`config.mk`:
```
export PLATFORM = sky130hd
export DESIGN_NAME = node_mac_seq
export DESIGN_NICKNAME = d
export VERILOG_FILES = /design/src/rtl/node_pkg.sv /design/src/rtl/node_mac_seq_mac.sv /design/src/rtl/node_mac_seq.sv
export SDC_FILE = /design/constraint.sdc
export NUM_CORES = 2
export LEC_CHECK = 0
export BUFFER_PORTS_ARGS = -buffer_cell sky130_fd_sc_hd__buf_2
export CELL_PAD_IN_SITES_DETAIL_PLACEMENT = 1
export CELL_PAD_IN_SITES_GLOBAL_PLACEMENT = 1
export CORE_MARGIN = 2
export CORE_UTILIZATION = 45
export DETAILED_ROUTE_END_ITERATION = 12
export GPL_TIMING_DRIVEN = 0
export PLACE_DENSITY_LB_ADDON = 0.25
export RECOVER_POWER = 25
export SLEW_MARGIN = 10
export SYNTH_ARGS = -nofsm -noshare
export SYNTH_HDL_FRONTEND = slang
export SYNTH_SLANG_ARGS = --single-unit
```
`constraint.sdc`:
```
create_clock -name i_clk -period 14.4 [get_ports i_clk]
set_input_delay 0 -clock i_clk [delete_from_list [all_inputs] [get_ports i_clk]]
set_output_delay 0 -clock i_clk [all_outputs]
set_load 0.03 [all_outputs]
```
`src/rtl/node_pkg.sv`:
```
// Shared types and helpers for the sequential neuron MAC (node_mac_seq).
package node_pkg;
  localparam int              FP_W    = 32;
  localparam logic [FP_W-1:0] FP_ZERO = '0;

  typedef enum logic [1:0] {IDLE, ACCUM, DRAIN, OUT} state_t;

  // Negative (including -0.0) maps to +0.0.
  function automatic logic [FP_W-1:0] relu(input logic [FP_W-1:0] x);
    return x[FP_W-1] ? FP_ZERO : x;
  endfunction
endpackage

```
`src/rtl/node_mac_seq_mac.sv`:
```
// Shared FP32 datapath: one multiplier, one adder, product register and accumulator.
// Zeros/denormals flush to zero, round-to-nearest-even, overflow saturates to infinity.
import node_pkg::*;

module float_mult (
  input  logic [31:0] i_a,
  input  logic [31:0] i_b,
  output logic [31:0] o_p
);
  logic [47:0]       w_p;
  logic signed [9:0] w_e;
  logic [22:0]       w_m;
  logic              w_g, w_st, w_inc;
  logic [24:0]       w_r;

  always_comb begin
    w_p = {24'd0, 1'b1, i_a[22:0]} * {24'd0, 1'b1, i_b[22:0]};
    w_e = $signed({2'b00, i_a[30:23]}) + $signed({2'b00, i_b[30:23]}) - 10'sd127;
    if (w_p[47]) begin
      w_m = w_p[46:24]; w_g = w_p[23]; w_st = |w_p[22:0]; w_e = w_e + 10'sd1;
    end else begin
      w_m = w_p[45:23]; w_g = w_p[22]; w_st = |w_p[21:0];
    end
    w_inc = w_g & (w_st | w_m[0]);
    w_r   = {2'b01, w_m} + {24'd0, w_inc};
    if (w_r[24]) w_e = w_e + 10'sd1;
    o_p = {i_a[31] ^ i_b[31], w_e[7:0], w_r[24] ? w_r[23:1] : w_r[22:0]};
    if (i_a[30:23] == 8'd0 || i_b[30:23] == 8'd0 || w_e <= 10'sd0)
      o_p = {i_a[31] ^ i_b[31], 31'd0};
    else if (w_e >= 10'sd255)
      o_p = {i_a[31] ^ i_b[31], 8'hFF, 23'd0};
  end
endmodule

module float_adder (
  input  logic [31:0] i_a,
  input  logic [31:0] i_b,
  output logic [31:0] o_s
);
  function automatic logic [4:0] lzc27(input logic [26:0] x);
    logic [4:0] r;
    r = 5'd27;
    for (int i = 0; i < 27; i++) if (x[i]) r = 5'(26 - i);
    return r;
  endfunction

  logic [31:0]       w_big, w_sml;
  logic [7:0]        w_d;
  logic [26:0]       w_mb, w_ms, w_sh, w_m;
  logic [27:0]       w_s;
  logic              w_st, w_inc;
  logic [4:0]        w_lz;
  logic signed [9:0] w_e;
  logic [24:0]       w_r;

  always_comb begin
    if (i_b[30:0] > i_a[30:0]) begin w_big = i_b; w_sml = i_a; end
    else                       begin w_big = i_a; w_sml = i_b; end
    w_d  = w_big[30:23] - w_sml[30:23];
    w_mb = {1'b1, w_big[22:0], 3'b000};
    w_ms = {1'b1, w_sml[22:0], 3'b000};
    // Align the smaller operand; any bit shifted out folds into the sticky LSB.
    w_sh    = w_ms >> w_d;
    w_st    = (w_sh << w_d) != w_ms;
    w_sh[0] = w_sh[0] | w_st;
    w_e  = $signed({2'b00, w_big[30:23]});
    w_lz = '0;
    if (w_big[31] == w_sml[31]) begin
      w_s = {1'b0, w_mb} + {1'b0, w_sh};
      if (w_s[27]) begin
        w_m = {w_s[27:2], w_s[1] | w_s[0]};
        w_e = w_e + 10'sd1;
      end else begin
        w_m = w_s[26:0];
      end
    end else begin
      w_s  = {1'b0, w_mb} - {1'b0, w_sh};
      w_lz = lzc27(w_s[26:0]);
      w_m  = w_s[26:0] << w_lz;
      w_e  = w_e - $signed({5'd0, w_lz});
    end
    w_inc = w_m[2] & (w_m[1] | w_m[0] | w_m[3]);
    w_r   = {1'b0, w_m[26:3]} + {24'd0, w_inc};
    if (w_r[24]) w_e = w_e + 10'sd1;
    o_s = {w_big[31], w_e[7:0], w_r[24] ? w_r[23:1] : w_r[22:0]};
    if (w_sml[30:23] == 8'd0)                o_s = w_big;
    else if (w_m == 27'd0 || w_e <= 10'sd0)  o_s = 32'd0;
    else if (w_e >= 10'sd255)                o_s = {w_big[31], 8'hFF, 23'd0};
  end
endmodule

module fp_mac_unit (
  input  logic            i_clk,
  input  logic            i_rst_n,
  input  logic            i_load,
  input  logic [FP_W-1:0] i_bias,
  input  logic            i_mul_en,
  input  logic [FP_W-1:0] i_act,
  input  logic [FP_W-1:0] i_w,
  input  logic            i_acc_en,
  output logic [FP_W-1:0] o_acc
);
  logic [FP_W-1:0] r_prod, r_acc, w_prod, w_sum;

  float_mult  u_mul (.i_a(i_w),   .i_b(i_act),  .o_p(w_prod));
  float_adder u_add (.i_a(r_acc), .i_b(r_prod), .o_s(w_sum));

  always_ff @(posedge i_clk or negedge i_rst_n) begin
    if (!i_rst_n) begin
      r_prod <= FP_ZERO;
      r_acc  <= FP_ZERO;
    end else begin
      if (i_mul_en) r_prod <= w_prod;
      if (i_load)        r_acc <= i_bias;
      else if (i_acc_en) r_acc <= w_sum;
    end
  end

  assign o_acc = r_acc;
endmodule

```
`src/rtl/node_mac_seq.sv`:
```
// Time-multiplexed neuron: out = bias + sum(w_i * a_i), one pair per cycle, strictly sequential.
// Optional NODE_RELU_EN: clamp negative results (and -0.0) to +0.0.
import node_pkg::*;

module node_mac_seq #(
  parameter int N_IN = 30
) (
  input  logic            i_clk,
  input  logic            i_rst_n,
  input  logic [FP_W-1:0] i_bias,
  input  logic            i_in_valid,
  output logic            o_in_ready,
  input  logic [FP_W-1:0] i_in_act,
  input  logic [FP_W-1:0] i_in_w,
  input  logic            i_in_last,
  output logic            o_out_valid,
  input  logic            i_out_ready,
  output logic [FP_W-1:0] o_out_data,
  output logic            o_out_err
);
  localparam int CW = $clog2(N_IN + 1);

  state_t          r_state, w_state_nxt;
  logic [CW-1:0]   r_cnt, w_cnt_nxt;
  logic            w_in_hs, w_out_hs, w_full, w_term;
  logic            r_prod_vld, r_err;
  logic            r_out_valid, r_out_err;
  logic [FP_W-1:0] r_out_data, w_acc, w_res;

  assign w_in_hs   = i_in_valid & o_in_ready;
  assign w_out_hs  = r_out_valid & i_out_ready;
  assign w_cnt_nxt = (r_state == IDLE) ? CW'(1) : r_cnt + CW'(1);
  assign w_full    = (w_cnt_nxt == CW'(N_IN));
  assign w_term    = w_in_hs & (i_in_last | w_full);

  always_ff @(posedge i_clk or negedge i_rst_n) begin
    if (!i_rst_n) r_state <= IDLE;
    else          r_state <= w_state_nxt;
  end

  always_comb begin
    w_state_nxt = r_state;
    case (r_state)
      IDLE:    if (w_in_hs) w_state_nxt = w_term ? DRAIN : ACCUM;
      ACCUM:   if (w_term)  w_state_nxt = DRAIN;
      DRAIN:   w_state_nxt = OUT;
      OUT:     if (w_out_hs) w_state_nxt = IDLE;
      default: w_state_nxt = IDLE;
    endcase
  end

  always_comb begin
    o_in_ready = (r_state == IDLE) || (r_state == ACCUM);
  end

  fp_mac_unit u_mac (
    .i_clk    (i_clk),
    .i_rst_n  (i_rst_n),
    .i_load   (w_in_hs && r_state == IDLE),
    .i_bias   (i_bias),
    .i_mul_en (w_in_hs),
    .i_act    (i_in_act),
    .i_w      (i_in_w),
    .i_acc_en (r_prod_vld),
    .o_acc    (w_acc)
  );

`ifdef NODE_RELU_EN
  assign w_res = relu(w_acc);
`else
  assign w_res = w_acc;
`endif

  // OUT spends its first cycle capturing the settled accumulator, so out_valid
  // rises two cycles after the last input handshake.
  always_ff @(posedge i_clk or negedge i_rst_n) begin
    if (!i_rst_n) begin
      r_cnt       <= '0;
      r_prod_vld  <= 1'b0;
      r_err       <= 1'b0;
      r_out_valid <= 1'b0;
      r_out_data  <= FP_ZERO;
      r_out_err   <= 1'b0;
    end else begin
      r_prod_vld <= w_in_hs;
      if (w_in_hs) r_cnt <= w_cnt_nxt;
      if (w_term)  r_err <= i_in_last ^ w_full;
      if (r_state == OUT && !r_out_valid) begin
        r_out_valid <= 1'b1;
        r_out_data  <= w_res;
        r_out_err   <= r_err;
      end else if (w_out_hs) begin
        r_out_valid <= 1'b0;
      end
    end
  end

  assign o_out_valid = r_out_valid;
  assign o_out_data  = r_out_data;
  assign o_out_err   = r_out_err;
endmodule

```
==> results by group <==
Logic synthesis
  – Synth area leader: fa_1
  – Synth Register Bits: 107
  – Syn Inst Count: 4,886
  – Yosys synthesis warning count: 0
  – Part of the Yosys area used for sequential elements: 7.04%
  – Top FF cell, synth: dfrtp_1
  – Ys async rst share: 100%
  – Post-synthesis cell type count: 124
  – Synth Cell Area: 38,100 um2
  – Cell with the most instances after synthesis: inv_1
  – Synth top cells by count: 670 x inv_1, 635 x nand2_1, 485 x fa_1, 285 x ha_1, 270 x a21oi_1
  – Post-synth EDFFs: 0
  – Share of the synthesized area in the top cell type: 25.5%
  – Syn Nets: 5,757
  – Synth area leaders: fa_1 26%, ha_1 9.4%, dfrtp_1 7.0%
  – Mean area per synthesized cell: 7.79 um2

Finish
  – P&R area growth vs syn: 11.8%
  – Layout Nets: 6,008
  – Layout cells sized above 1: 11.7%
  – Cell Count, Final, Fillers Out: 6,277

STA
  – Worst clock skew: 0.0247 ns
  – Slew headroom: -201%
  – Final Setup Violations: 0
  – Fin crit period: 14.22 ns
  – Final Slew Violations: 110
  – Period utilization: 98.8%
  – Worst-margin pin slew: 4.51 ns
  – Worst hold slack: 0.0210 ns
  – Achievable frequency: 0.0703 GHz
  – Final hold violation count: 0

Worst setup path
  – Setup slack, reg-to-reg: 0.18 ns
  – FF-to-FF End: u_mac.o_acc[27]
  – CP Launch Type: flip-flop
  – Critical Path Max Stage Delay: 0.63 ns
  – Slowest-stage cell, CP: a22oi_2
  – Worst path required time: 14.67 ns
  – CP arrival: 14.49 ns
  – Worst setup EP type: flip-flop
  – CP most frequent cell: buf_4
  – Worst-path fanout max: 10
  – Worst flop-to-flop path startpoint: u_mac.r_prod[30]
  – Setup CP Type: reg2reg
  – Reg2Reg Depth: 64

Drt
  – DR iter-0 viols: 3,149
  – WL final: 174,000 um
  – Vias per cell: 6.27
  – Drt pass-1 iters: 6
  – Vias: 39.3k
  – Post-route ant nets: 0
  – Remaining DRCs: 0
  – DR WL/cell: 27.8 um

Die
  – DIE AREA: 86,900 um2
  – Initial cell density of the core: 45.5%
  – I/O pin cnt: 136
  – DIE HEIGHT: 295 um
  – Row count: 106
  – Die X: 295 um
  – Core area: 83,700 um2

Global route
  – GRT Residual Overflow: 0
  – First-pass GRT wire length: 259,000 um
  – Initial antenna violation count: 2
  – Pin count of the biggest net entering global routing: 77
  – Number of global-route vias before repair: 40.9k
  – Total global-route track usage: 39.9%

CTS
  – Sink Count: 107
  – Longest Clk Path Bufs: 2
  – Total CTS buffers: 9
  – H-tree depth: 3
  – Clock latency on the worst-skew pair: 0.42 ns
  – Clock tree from TritonCTS: yes
  – Root buffer cell: clkbuf_16
  – Clk slew on worst S/H paths: 0.10 ns

Worst hold path
  – Hold endpoint: u_mac.o_acc[1]
  – Hold Crit Start: i_bias[1]
  – Min-Delay Path Class: in2reg
  – WHS Path Cells: 3

Run status
  – Status: finished with violations
  – Failing checks: capacitance limit, slew limit

Placed design
  – Port-buffer cells: 135
  – Dpl cells: 6,156
  – Gpl congestion: 1.03
  – Placed wire-length estimate: 146,000 um

Run
  – Max Cap Viol: 2
[sequential cells by signal (all words and copies together) (netlist names)]
| name | flops |
|---|---|
| u_mac.r_prod | 32 |
| r_prod_vld | 1 |
| o_out_err | 1 |
| u_mac.o_acc | 32 |
| o_out_data | 32 |
| r_err | 1 |
| r_state | 2 |
| o_out_valid | 1 |
| r_cnt | 5 |
[cell type report]
| type | instances | area, um2 |
|---|---|---|
| antenna | 1 | 2.50 |
| buffer | 269 | 1260 |
| clock buffer | 9 | 225 |
| clock inverter | 7 | 82.6 |
| fill | 10400 | 41100 |
| inverter | 675 | 2550 |
| multi-input combinational | 3825 | 32700 |
| sequential | 107 | 2690 |
| tap | 1134 | 1420 |
| timing repair buffer | 250 | 1640 |
[layer usage]
metal,global-route usage (%),up-vias,share of wire (%)
li1,-,17100,-
met1,49.1,20100,39
met2,66.0,1693,47
met3,5.08,525,6.8
met4,25.6,2,7.6
met5,0,-,0.0057
[worst max path at each step]
stage,startpoint,end,cells after the start
global route,u_mac.r_prod[30],u_mac.o_acc[15],63
detailed placement,u_mac.r_prod[28],u_mac.o_acc[9],66
global placement,u_mac.r_prod[28],u_mac.o_acc[9],66
floorplan,u_mac.r_prod[28],u_mac.o_acc[15],65
CTS,u_mac.o_acc[18],u_mac.o_acc[15],66
finish,u_mac.r_prod[30],u_mac.o_acc[27],64
[cells in the final DEF (no fill, tap or decap), drive strengths merged, types with 23 or more instances in the layout]
cell type	synthesis	layout
buf	58	274
dfrtp	107	107
o22ai	25	25
inv	674	671
and3	34	34
mux2i	71	71
nor3	96	96
ha	285	285
o31ai	30	30
and2	253	253
mux2	24	24
fa	485	485
xor2	60	60
a21o	45	46
a31oi	66	66
nand2b	30	30
nor4	52	52
nand2	636	636
o211ai	46	46
nand4	36	36
xnor2	114	114
nand3	135	135
a22o	32	32
a211oi	47	47
a2bb2oi	23	23
a21oi	274	274
nor2	262	262
o21a	25	25
clkbuf	222	223
o21ai	241	241
dlygate4sd3	0	31
or3	31	31
o21bai	30	30
[timing repair]
action / 4_1_cts / 5_1_grt
hold buffers: 31 / 0
setup buffers: 59 / 24
resized for setup: 200 / 113
pin swaps: 34 / 32
cloned: 0 / 1
endpoints found under the hold margin: 136 / 0
endpoints found under the setup margin: 63 / 63
[through the flow]
step	setup TNS [ns]	setup slack (ns)	cell area [um2]	utilization (%)
2_1_floorplan	0	0.474	38100	-
4_1_cts	-0.00207	-0.00207	42100	50.3
3_3_place_gp	-229.02	-5.93	40100	48.0
5_1_grt	-0.552	-0.117	42500	50.8
3_5_place_dp	-226.47	-5.60	40200	48.0
6_report	0	0.177	42500	50.8
[worst max-delay path, delay by kind of cell (launching register included)]
family                   cells  cell delay (ns)
adder cells (fa/ha/maj)      4             0.91
buffers and inverters       15             2.52
multiplexers                 2             0.67
AND/OR/NAND/NOR             18             3.49
flip-flops                   1             0.50
AO/OA/AOI/OAI               24             5.70
XOR/XNOR                     1             0.22
[cell families after synthesis]
group / after synthesis / share of synthesized area [%]
buf+inv: 955 / 9.66
compound gates: 1133 / 20.4
simple gates: 1643 / 20.9
mux: 104 / 3.11
xor+xnor: 174 / 4.02
flops: 107 / 7.04
fa+ha+maj: 770 / 34.9
Power is not shown: default switching activity piles up to over one toggle a cycle in this logic, so the estimate is an artifact.
